## config.mk

```make
export PLATFORM = sky130hd
export DESIGN_NAME = sample_readout_flat
export DESIGN_NICKNAME = d
export VERILOG_FILES = /design/src/rtl/sample_readout_if.sv /design/src/rtl/sample_readout.sv /design/src/flat_wrapper.sv
export SDC_FILE = /design/constraint.sdc
export NUM_CORES = 1
export LEC_CHECK = 0
export CORE_MARGIN = 3
export CORE_UTILIZATION = 55
export CTS_BUF_LIST = sky130_fd_sc_hd__clkbuf_4 sky130_fd_sc_hd__clkbuf_8 sky130_fd_sc_hd__clkbuf_16
export DETAILED_ROUTE_END_ITERATION = 16
export DONT_BUFFER_PORTS = 1
export GPL_TIMING_DRIVEN = 1
export PLACE_DENSITY = 0.73
export SKIP_CTS_REPAIR_TIMING = 1
export SYNTH_ARGS = -nofsm -noshare
export SYNTH_HDL_FRONTEND = slang
export SYNTH_SLANG_ARGS = --single-unit
```

## constraint.sdc

```tcl
create_clock -name clk -period 1.97 [get_ports clk]
set_clock_uncertainty 0.15 [all_clocks]
set_input_delay 0.394 -clock clk [delete_from_list [all_inputs] [get_ports clk]]
set_output_delay 0.394 -clock clk [all_outputs]
set_load 0.005 [all_outputs]
```

## src/rtl/sample_readout_if.sv

```systemverilog
// Bundles the sample-RAM read port and the byte-wide TX handshake used by sample_readout.
// The readout engine is the master of both; the RAM/transmitter side is the slave.
interface sample_readout_if #(
  parameter int ADDR_W = 8,
  parameter int DATA_W = 8
);
  logic [ADDR_W-1:0] ram_addr;
  logic              ram_cs;
  logic              ram_oe;
  logic [DATA_W-1:0] ram_data;
  logic [DATA_W-1:0] tx_data;
  logic              tx_valid;
  logic              tx_ready;

  modport master (
    output ram_addr, ram_cs, ram_oe, tx_data, tx_valid,
    input  ram_data, tx_ready
  );

  modport slave (
    input  ram_addr, ram_cs, ram_oe, tx_data, tx_valid,
    output ram_data, tx_ready
  );
endinterface

```

## src/rtl/sample_readout.sv

```systemverilog
// Streams a header byte and then a circular window of the sample RAM to the UART TX.
// One RAM fetch per sample; every outgoing byte is held in a register until handshaked.
module sample_readout #(
  parameter int                ADDR_W = 8,
  parameter int                DATA_W = 8,
  parameter logic [DATA_W-1:0] HEADER = 8'hA5
) (
  input  logic              clk,
  input  logic              rst,
  input  logic              start,
  input  logic [ADDR_W-1:0] start_addr,
  input  logic [ADDR_W:0]   length,
  output logic              busy,
  output logic              done,
  sample_readout_if.master  bus
);

  localparam logic [2:0] S_IDLE   = 3'd0;
  localparam logic [2:0] S_HEADER = 3'd1;
  localparam logic [2:0] S_FETCH  = 3'd2;
  localparam logic [2:0] S_SEND   = 3'd3;
  localparam logic [2:0] S_DONE   = 3'd4;

  logic [2:0]        state;
  logic [ADDR_W-1:0] ptr;
  logic [ADDR_W:0]   rem;
  logic [DATA_W-1:0] tx_data_q;
  logic              tx_valid_q;
  logic              tx_fire;

  assign tx_fire = tx_valid_q && bus.tx_ready;

  // NOTE: all state updates use non-blocking assignments so every register in this
  // block samples the values from before the edge, regardless of statement order.
  always_ff @(posedge clk) begin
    if (rst) begin
      state      <= S_IDLE;
      ptr        <= '0;
      rem        <= '0;
      tx_data_q  <= '0;
      tx_valid_q <= 1'b0;
    end else begin
      case (state)
        S_IDLE: begin
          if (start) begin
            ptr        <= start_addr;
            rem        <= length;
            tx_data_q  <= HEADER;
            tx_valid_q <= 1'b1;
            state      <= S_HEADER;
          end
        end
        S_HEADER, S_SEND: begin
          // rem already counts the byte in flight, so zero means this was the last one.
          if (tx_fire) begin
            tx_valid_q <= 1'b0;
            state      <= (rem == '0) ? S_DONE : S_FETCH;
          end
        end
        S_FETCH: begin
          tx_data_q  <= bus.ram_data;
          tx_valid_q <= 1'b1;
          ptr        <= ptr + 1'b1;
          rem        <= rem - 1'b1;
          state      <= S_SEND;
        end
        S_DONE: begin
          state <= S_IDLE;
        end
        default: begin
          state <= S_IDLE;
        end
      endcase
    end
  end

  // Every output is a decode of registered state, so tx_ready never reaches an output.
  assign busy         = (state != S_IDLE);
  assign done         = (state == S_DONE);
  assign bus.ram_cs   = (state == S_FETCH);
  assign bus.ram_oe   = (state == S_FETCH);
  assign bus.ram_addr = ptr;
  assign bus.tx_data  = tx_data_q;
  assign bus.tx_valid = tx_valid_q;

endmodule

```

## src/flat_wrapper.sv

```systemverilog
// flat-port wrapper written by rule: the top's interface ports become plain ports
module sample_readout_flat 
#(
  parameter int                ADDR_W = 8,
  parameter int                DATA_W = 8,
  parameter logic [DATA_W-1:0] HEADER = 8'hA5
)
  (clk, rst, start, start_addr, length, busy, done, bus_ram_addr, bus_ram_cs, bus_ram_oe, bus_tx_data, bus_tx_valid, bus_ram_data, bus_tx_ready);
  sample_readout_if #(.ADDR_W(ADDR_W), .DATA_W(DATA_W)) bus_i ();
  input  logic clk;
  input  logic rst;
  input  logic start;
  input  logic [ADDR_W-1:0] start_addr;
  input  logic [ADDR_W:0] length;
  output logic busy;
  output logic done;
  output wire logic [$bits(bus_i.ram_addr)-1:0] bus_ram_addr;
  output wire logic [$bits(bus_i.ram_cs)-1:0] bus_ram_cs;
  output wire logic [$bits(bus_i.ram_oe)-1:0] bus_ram_oe;
  output wire logic [$bits(bus_i.tx_data)-1:0] bus_tx_data;
  output wire logic [$bits(bus_i.tx_valid)-1:0] bus_tx_valid;
  input wire logic [$bits(bus_i.ram_data)-1:0] bus_ram_data;
  input wire logic [$bits(bus_i.tx_ready)-1:0] bus_tx_ready;
  assign bus_ram_addr = bus_i.ram_addr;
  assign bus_ram_cs = bus_i.ram_cs;
  assign bus_ram_oe = bus_i.ram_oe;
  assign bus_tx_data = bus_i.tx_data;
  assign bus_tx_valid = bus_i.tx_valid;
  assign bus_i.ram_data = bus_ram_data;
  assign bus_i.tx_ready = bus_tx_ready;
  sample_readout #(.ADDR_W(ADDR_W), .DATA_W(DATA_W), .HEADER(HEADER)) u_core (.clk(clk), .rst(rst), .start(start), .start_addr(start_addr), .length(length), .busy(busy), .done(done), .bus(bus_i));
endmodule
```

==> flow_summary.toml, run 1 <==
[outcome]
status = "finished, violations left"
violated_checks = "negative hold slack"

[hold_path]
hp-class = "in -> reg"
min_delay_path_depth = 1
whs_endpoint = "u_core.rem[5]$_SDFFE_PP0P_"
worst_hold_startpoint = "rst"

[sta]
f_max_mhz = 529
tightest_slew_ns = 0.449
final.min_clock_period_ns = 1.89
min_period_over_period = 0.960
setup-violations-final = 0
maxSlewHeadroom = 0.698
finalMaxSlewViolations = 0
finalSetupTns_ns = 0
hold_ws_ns = -0.0201
finalHoldViolCount = 15
layout_setup_ws_ns = 0.0783

[clock_network]
clock_tree.root_cell = "clkbuf_4"
cts.sinks = 29
cts-buffers-inserted = 5
clock_tree.htree_level_count = 2
clk_path_buf_depth = 2
cts.reportedPaths.clkPinSlew_ns = 0.09
worstSkewPairLatency_ns = 0.32
cts_tree = "done"

[logic_synthesis]
synthesis.instances = 169
synth.net_count = 200
synth.avg_cell_area_um2 = 8.14
library_cells_used_by_synthesis = 41
yosys_warnings = 0
post_synth_edffs = 0
post_synthesis_cell_area_um2 = 1380
synthFlopType = "dfxtp_1"
ys_seq_area_frac = 0.422
async_flop_share = 0
ys_seq_elements = 29

[setup_path]
rr_endpoint = "u_core.rem[5]$_SDFFE_PP0P_"
worst_setup_path_start_kind = "register"
crit_required_ns = 2.03
cp-end-kind = "register"
worstPathMaxFanout = 6
reg2reg_depth = 4
reg2reg_setup_slack_ns = 0.08
regToRegStartpoint = "u_core.state[1]$_SDFFE_PP0P_"
arrival_time_of_data_at_the_critical_path_endpoint_ns = 1.95
criticalPathCategory = "reg -> reg"

[finish]
post_layout_nonfiller_instances = 203
final_layout_size_suffix_gt1_frac = 0.143
nets = 205
area_delta_synth_final_pct = 9.83
antenna_cells_inserted = 0

[routing]
met2WireLength_um = 1680
route.layer.met1.wl_um = 1320
drt_iter0_markers = 40
route.antenna.remaining_nets = 0
detailroute.via_count = 1319
drt_pass1_iterations = 5
routedWlPerCell_um = 16.1
drc = 0
totalWireLength_um = 3280
met3_length_um = 231
dr.max_layer_used = "met4"
detail_route.vias_per_cell = 6.50

[die]
row_count = 17
coreArea_um2 = 2300
fp.dieH_um = 56
initial_utilization = 0.599
floorplan.die.width_um = 56
die_area_um2 = 3140
io-pin-count = 50

[global_routing]
overflow = 0
track_usage = 0.222
grt_pass1_wl_um = 5600
first_global_vias = 1252
grt_antenna_before_repair = 0
grt_max_degree = 31

[placed_design]
routabilityCongestion = 0.791
placed_cells_incl_taps = 192
port_buffers = 0
place_ws_ns = 0.0568
dp.final_hpwl_um = 2330

[power_and_ir_drop]
p_per_cell_area_nw_per_um2 = 806
ir_worst_vdd_uv = 648
leakage_nw = 0.548

[run]
maxCapViolations = 0
-- cells in the final DEF, fill, tap and decap left out, types with 2 or more instances in the layout --
| cell type | Yosys | routed |
|---|---|---|
| dfxtp_1 | 29 | 27 |
| a21oi_1 | 17 | 17 |
| nand2_1 | 15 | 15 |
| nor2_1 | 15 | 15 |
| nor3_1 | 12 | 12 |
| nand3_1 | 9 | 9 |
| clkbuf_4 | 0 | 8 |
| buf_4 | 1 | 8 |
| nor4_1 | 6 | 6 |
| o21ai_0 | 4 | 4 |
| o211ai_1 | 4 | 4 |
| a31oi_1 | 4 | 4 |
| or3_1 | 3 | 3 |
| inv_1 | 3 | 3 |
| a22oi_1 | 3 | 3 |
| nand4_1 | 2 | 2 |
| a2bb2oi_1 | 2 | 2 |
| a311oi_1 | 2 | 2 |
| a2111oi_0 | 2 | 2 |
| o311ai_1 | 2 | 2 |
| and3_1 | 2 | 2 |
| a211oi_1 | 2 | 2 |
| a21o_1 | 2 | 2 |
| ha_1 | 2 | 2 |
| dlygate4sd3_1 | 0 | 2 |
| dfxtp_2 | 0 | 2 |
-- Yosys cell counts, types with 3 or more instances --
library cell,instances,area (um^2)
nand2_1,15,56.3
nor2_1,15,56.3
clkbuf_1,7,26.3
a22oi_1,3,22.5
o21ai_0,4,20.0
a31oi_1,4,25.0
inv_1,3,11.3
a21oi_1,17,85.1
nand3_1,9,45.0
o211ai_1,4,30.0
dfxtp_1,29,581
or3_1,3,18.8
nor3_1,12,60.1
nor4_1,6,37.5
-- where the power goes --
part / switching, mW / internal [mW]
sequential: 0.0461 / 0.627
clock: 0.197 / 0.183
combinational: 0.0881 / 0.0762
total: 0.331 / 0.886
-- routing by layer --
layer  vias up  track usage
li1        643            -
met1       627        0.255
met2        43        0.371
met3         6       0.0882
met4         0       0.0814
met5         -            0
-- worst max path at each step --
stage                                      start                          to  slack, ns
finish              u_core.state[1]$_SDFFE_PP0P_  u_core.rem[5]$_SDFFE_PP0P_       0.08
global route        u_core.state[2]$_SDFFE_PP0P_  u_core.rem[5]$_SDFFE_PP0P_     -0.006
CTS                 u_core.state[2]$_SDFFE_PP0P_                  bus_ram_oe      -0.08
detailed placement  u_core.state[2]$_SDFFE_PP0P_  u_core.rem[5]$_SDFFE_PP0P_       0.06
global placement    u_core.state[2]$_SDFFE_PP0P_  u_core.rem[5]$_SDFFE_PP0P_       0.09
floorplan           u_core.state[2]$_SDFFE_PP0P_  u_core.rem[8]$_SDFFE_PP0P_       0.09
-- area by class of cell --
type	instances	area, um^2
fillers	204	787
multi-input cells	123	723
flip-flops and latches	29	583
repair buffers	11	91.3
clock buffers	8	60.1
well taps	28	35.0
inverters	4	17.5
-- cells by family after synthesis --
group / share of synthesized area
compound gates: 0.229
simple gates: 0.268
buf+inv: 0.0564
fa+ha+maj: 0.0182
xor+xnor: 0.00637
flops: 0.422
-- critical path, stage by stage, from the launching register on --
cell	delay [ns]
dfxtp_2	0.36
or3b_4	0.43
or4_4	0.46
o311ai_1	0.28
a21oi_1	0.11
-- per-stage QoR --
step / instance area, um^2 / power [mW] / hold slack (ns) / util
3_5_place_dp: 1410 / 0.844 / 0.318 / 0.615
5_1_grt: 1510 / 1.29 / -0.0498 / 0.657
3_3_place_gp: 1410 / 0.837 / 0.316 / 0.615
6_report: 1510 / 1.22 / -0.0201 / 0.657
4_1_cts: 1470 / 1.22 / -0.0364 / 0.642
2_1_floorplan: 1380 / 0.809 / 0.287 / -
-- registers in the layout, summed over array words and instances, names as in the netlist --
register,flops
u_core.bus.ram_addr,8
u_core.bus.tx_valid,1
u_core.bus.tx_data,8
u_core.state,3
u_core.rem,9
(Power assumes the default switching activity.)
==> run 2: changes to the inputs <==
- PLACE_DENSITY: 0.73 -> 0.7
- clock period: 1.97 -> 2.42 ns (I/O delays scaled with it)
==> run 2 against run 1 <==
Effect of this change: the run now ends clean; final cell count is 3.9% lower; core utilization is 1.8 points lower; clock-buffer cell count is 1 lower; non-clock buffer count is 8 lower; global-route usage is 2.6 points lower; combinational power is 26% lower; critical path depth is 1 lower; clock power is 11% higher; via count is 6.6% lower; largest power group unchanged.
==> flow_summary.toml, run 2 (synthesized netlist as in run 1, its figures left out) <==
[outcome]
status = "finished clean"

[clock_network]
cts_tree = "done"
cts.sinks = 29
clk_path_buf_depth = 2
clock_tree.htree_level_count = 2
cts.reportedPaths.clkPinSlew_ns = 0.10
worstSkewPairLatency_ns = 0.32
clock_tree.root_cell = "clkbuf_4"
cts-buffers-inserted = 5

[finish]
registers.top_by_ff_count = "u_core.rem"
finalCoreUtilization = 0.639
final_layout_size_suffix_gt1_frac = 0.108
largest_register_ff_count = 9
top_library_cells_by_usage_in_the_layout_fill_and_taps_aside = "dfxtp_1, a21oi_1, nand2_1, nor2_1, nor3_1"
post_layout_nonfiller_instances = 195
area_delta_synth_final_pct = 6.82
nets = 197
final_cell_area_um2 = 1470
antenna_cells_inserted = 0
layout.cells.most_common = "dfxtp_1"
fill_cells = 215

[placed_design]
dp.final_hpwl_um = 2140
routabilityCongestion = 0.749
placed_cells_incl_taps = 187
port_buffers = 0
placed_area_um2 = 1380
place_ws_ns = 0.353

[run]
maxCapViolations = 0

[sta]
hold_ws_ns = 0.0748
min_period_over_period = 0.941
tightest_slew_ns = 0.457
layout_setup_ws_ns = 0.142
setup-violations-final = 0
maxSlewHeadroom = 0.693
finalSetupTns_ns = 0
final.min_clock_period_ns = 2.28
f_max_mhz = 439
finalMaxSlewViolations = 0
finalHoldViolCount = 0
grt_setup_unrepaired = "no"

[die]
die_area_um2 = 3140
coreArea_um2 = 2300
initial_utilization = 0.599
floorplan.die.width_um = 56
row_count = 17
io-pin-count = 50
fp.dieH_um = 56

[routing]
detailroute.via_count = 1232
drt_pass1_iterations = 4
route.layer.met1.wl_um = 1490
dr.max_layer_used = "met4"
met3_length_um = 247
totalWireLength_um = 3110
routedWlPerCell_um = 15.9
drc = 0
detail_route.vias_per_cell = 6.32
met2WireLength_um = 1340
route.antenna.remaining_nets = 0
drt_iter0_markers = 40

[power_and_ir_drop]
fin_total_pwr_mw = 1.09
ir_worst_vdd_uv = 502
leakage_nw = 0.518
p_per_cell_area_nw_per_um2 = 745

[setup_path]
cp_slowest_stage_delay_ns = 0.56
worst_setup_path_start_kind = "register"
path_cells = "or3b_4, inv_4, buf_4"
criticalPathCategory = "reg -> out"
crit_required_ns = 1.79
worst_path_dominant_cell_family = "simple AND/OR/NAND/NOR gates"
worstPathMaxFanout = 21
timing.critical_path.buf_inv = 2
arrival_time_of_data_at_the_critical_path_endpoint_ns = 1.64
regToRegStartpoint = "u_core.state[2]$_SDFFE_PP0P_"
worstSetupStartpoint = "u_core.state[2]$_SDFFE_PP0P_"
cp-end-kind = "output port"
cp_slowest_cell = "or3b_4"

[global_routing]
track_usage = 0.197
overflow = 0
grt_max_degree = 31
grt_pass1_wl_um = 5090
first_global_vias = 1127
grt_antenna_before_repair = 0

[hold_path]
worst_hold_startpoint = "rst"
hp-class = "in -> reg"
run 2: layer usage:
| layer | track usage | vias up |
|---|---|---|
| met3 | 0.0742 | 4 |
| met2 | 0.277 | 42 |
| met5 | 0 | - |
| met1 | 0.270 | 562 |
| li1 | - | 624 |
| met4 | 0.0746 | 0 |
run 2: power by group:
| group | internal, mW | switching, mW |
|---|---|---|
| sequential | 0.510 | 0.0405 |
| combinational | 0.0541 | 0.0667 |
| clock | 0.258 | 0.164 |
run 2: worst paths after layout:
path / end / slack [ns] / depth (start not counted)
max: bus_ram_oe / 0.14 / 3
min: u_core.bus.tx_valid$_SDFFE_PP0P_ / 0.07 / 1
max reg2reg: u_core.rem[5]$_SDFFE_PP0P_ / 0.35 / 4
min reg2reg: u_core.rem[6]$_SDFFE_PP0P_ / 0.33 / 1
run 2: final cells by class:
cell class                 count  area (um^2)  area share
clock inverter                 1         30.0      0.0204
tap                           28         35.0      0.0239
multi-input combinational    123          723       0.492
sequential                    29          582       0.396
timing repair buffer           3         22.5      0.0153
clock buffer                   7         58.8      0.0400
inverter                       4         17.5      0.0119
==> run 3: changes to the inputs <==
- CORE_UTILIZATION: 55 -> 35
- PLACE_DENSITY: 0.7 -> unset
- SKIP_CTS_REPAIR_TIMING: 1 -> unset
==> run 3 against run 2 <==
Effect of this change: die area increased by 50%; global-route usage decreased by 3.6 points; first-iteration DRC count increased by 63%; sequential share of layout area decreased by 0.39 points; clock-buffer cell count decreased by 1; non-clock buffer count decreased by 1; critical path type unchanged.
==> flow_summary.toml, run 3 (synthesized netlist as in run 1, its figures left out) <==
[clock_network]
cts.sinks = 29
clk_path_buf_depth = 2
clock_tree.root_cell = "clkbuf_8"
cts_resized = 0
cts_tree = "done"
worstSkewPairLatency_ns = 0.28
clock_tree.htree_level_count = 2
cts.hold.buffers_added = 0
postCtsSetupRepairBufs = 0
cts-buffers-inserted = 5
cts.reportedPaths.clkPinSlew_ns = 0.06

[setup_path]
worst_path_dominant_cell_family = "simple AND/OR/NAND/NOR gates"
worst_setup_path_start_kind = "register"
crit_required_ns = 1.79
cp_slowest_stage_delay_ns = 0.54
path_cells = "or3b_4, inv_2, buf_4"
cp-end-kind = "output port"
arrival_time_of_data_at_the_critical_path_endpoint_ns = 1.71
cp_slowest_cell = "or3b_4"
timing.critical_path.buf_inv = 2
worstPathMaxFanout = 21
criticalPathCategory = "reg -> out"

[power_and_ir_drop]
fin_total_pwr_mw = 1.07
p_per_cell_area_nw_per_um2 = 725
ir_worst_vdd_uv = 347
leakage_nw = 0.513

[sta]
finalSetupTns_ns = 0
tightest_slew_ns = 0.509
finalHoldViolCount = 0
setup-violations-final = 0
maxSlewHeadroom = 0.657
f_max_mhz = 426
final.min_clock_period_ns = 2.35
grt_setup_unrepaired = "no"
min_period_over_period = 0.970
finalMaxSlewViolations = 0

[global_routing]
grt_pass1_wl_um = 5550
track_usage = 0.161
grt_max_degree = 31
overflow = 0
grt_antenna_before_repair = 0
first_global_vias = 1175

[die]
row_count = 22
die_area_um2 = 4720
floorplan.die.width_um = 68.7
io-pin-count = 50
coreArea_um2 = 3720
fp.dieH_um = 68.7
initial_utilization = 0.370

[hold_path]
hp-class = "in -> reg"

[placed_design]
routabilityCongestion = 0.795
port_buffers = 0
dp.final_hpwl_um = 2470

[finish]
final_layout_size_suffix_gt1_frac = 0.0964
top_library_cells_by_usage_in_the_layout_fill_and_taps_aside = "dfxtp_1, a21oi_1, nand2_1, nor2_1, nor3_1"
largest_register_ff_count = 9
area_delta_synth_final_pct = 7.64
fill_cells = 381
nets = 196
registers.top_by_ff_count = "u_core.rem"
antenna_cells_inserted = 0
layout.cells.most_common = "dfxtp_1"

[routing]
drc = 0
route.antenna.remaining_nets = 0
detailroute.via_count = 1287
drt_pass1_iterations = 4
detail_route.vias_per_cell = 6.01
totalWireLength_um = 3590
drt_iter0_markers = 65
routedWlPerCell_um = 16.8

[run]
maxCapViolations = 0

[outcome]
status = "finished clean"
run 3: cell types whose count changed in the layout (fill, tap and decap cells not counted), sizes merged:
cell,delta
clkinv,+2
buf,-1
clkbuf,-1
bufinv,-1
run 3: final cells by class:
class / instances / area [um^2] / share of cell area
flip-flops and latches: 29 / 581 / 0.392
clock buffers: 6 / 76.3 / 0.0516
repair buffers: 2 / 15.0 / 0.0101
well taps: 48 / 60.1 / 0.0406
clock inverters: 2 / 10.0 / 0.00676
multi-input cells: 123 / 723 / 0.489
inverters: 4 / 15.0 / 0.0101
run 3: worst reg2reg max path, delay by kind of cell, from the launching register on:
| kind | cells | cell delay (ns) |
|---|---|---|
| AND/OR/NAND/NOR | 2 | 1.02 |
| flip-flops | 1 | 0.47 |
| AO/OA/AOI/OAI | 2 | 0.35 |
run 3: report_power, final:
group | total (mW) | internal (mW) | switching, mW
clock network | 0.399 | 0.210 | 0.189
registers | 0.553 | 0.511 | 0.0422
logic | 0.121 | 0.0523 | 0.0685
run 3: path summary, 6_finish.rpt:
path | startpoint | end | slack [ns] | cells after the start
setup / recovery | u_core.state[1]$_SDFFE_PP0P_ | bus_ram_cs | 0.07 | 3
hold / removal | rst | u_core.rem[8]$_SDFFE_PP0P_ | 0.12 | 1
setup reg to reg | u_core.state[1]$_SDFFE_PP0P_ | u_core.rem[5]$_SDFFE_PP0P_ | 0.32 | 4
hold reg to reg | u_core.bus.tx_data[6]$_SDFFE_PP0P_ | u_core.bus.tx_data[6]$_SDFFE_PP0P_ | 0.34 | 2
run 3: stage by stage:
| stage | hold WS, ns | std cells | util | setup WS, ns | area, um^2 |
|---|---|---|---|---|---|
| 3_3_place_gp | 0.308 | 206 | 0.375 | 0.417 | 1390 |
| 4_1_cts | 0.101 | 214 | 0.398 | 0.0851 | 1480 |
| 5_1_grt | 0.107 | 214 | 0.398 | 0.0109 | 1480 |
| 6_report | 0.117 | 214 | 0.398 | 0.0736 | 1480 |
| 2_1_floorplan | 0.287 | 169 | - | 0.358 | 1380 |
| 3_5_place_dp | 0.328 | 206 | 0.375 | 0.346 | 1390 |
run 3: routing by layer:
layer / vias up / share of wire / global-route usage
met5: - / 0 / 0
met4: 0 / 0.015 / 0.0744
met3: 5 / 0.089 / 0.0583
met2: 43 / 0.47 / 0.255
met1: 616 / 0.43 / 0.192
li1: 623 / - / -
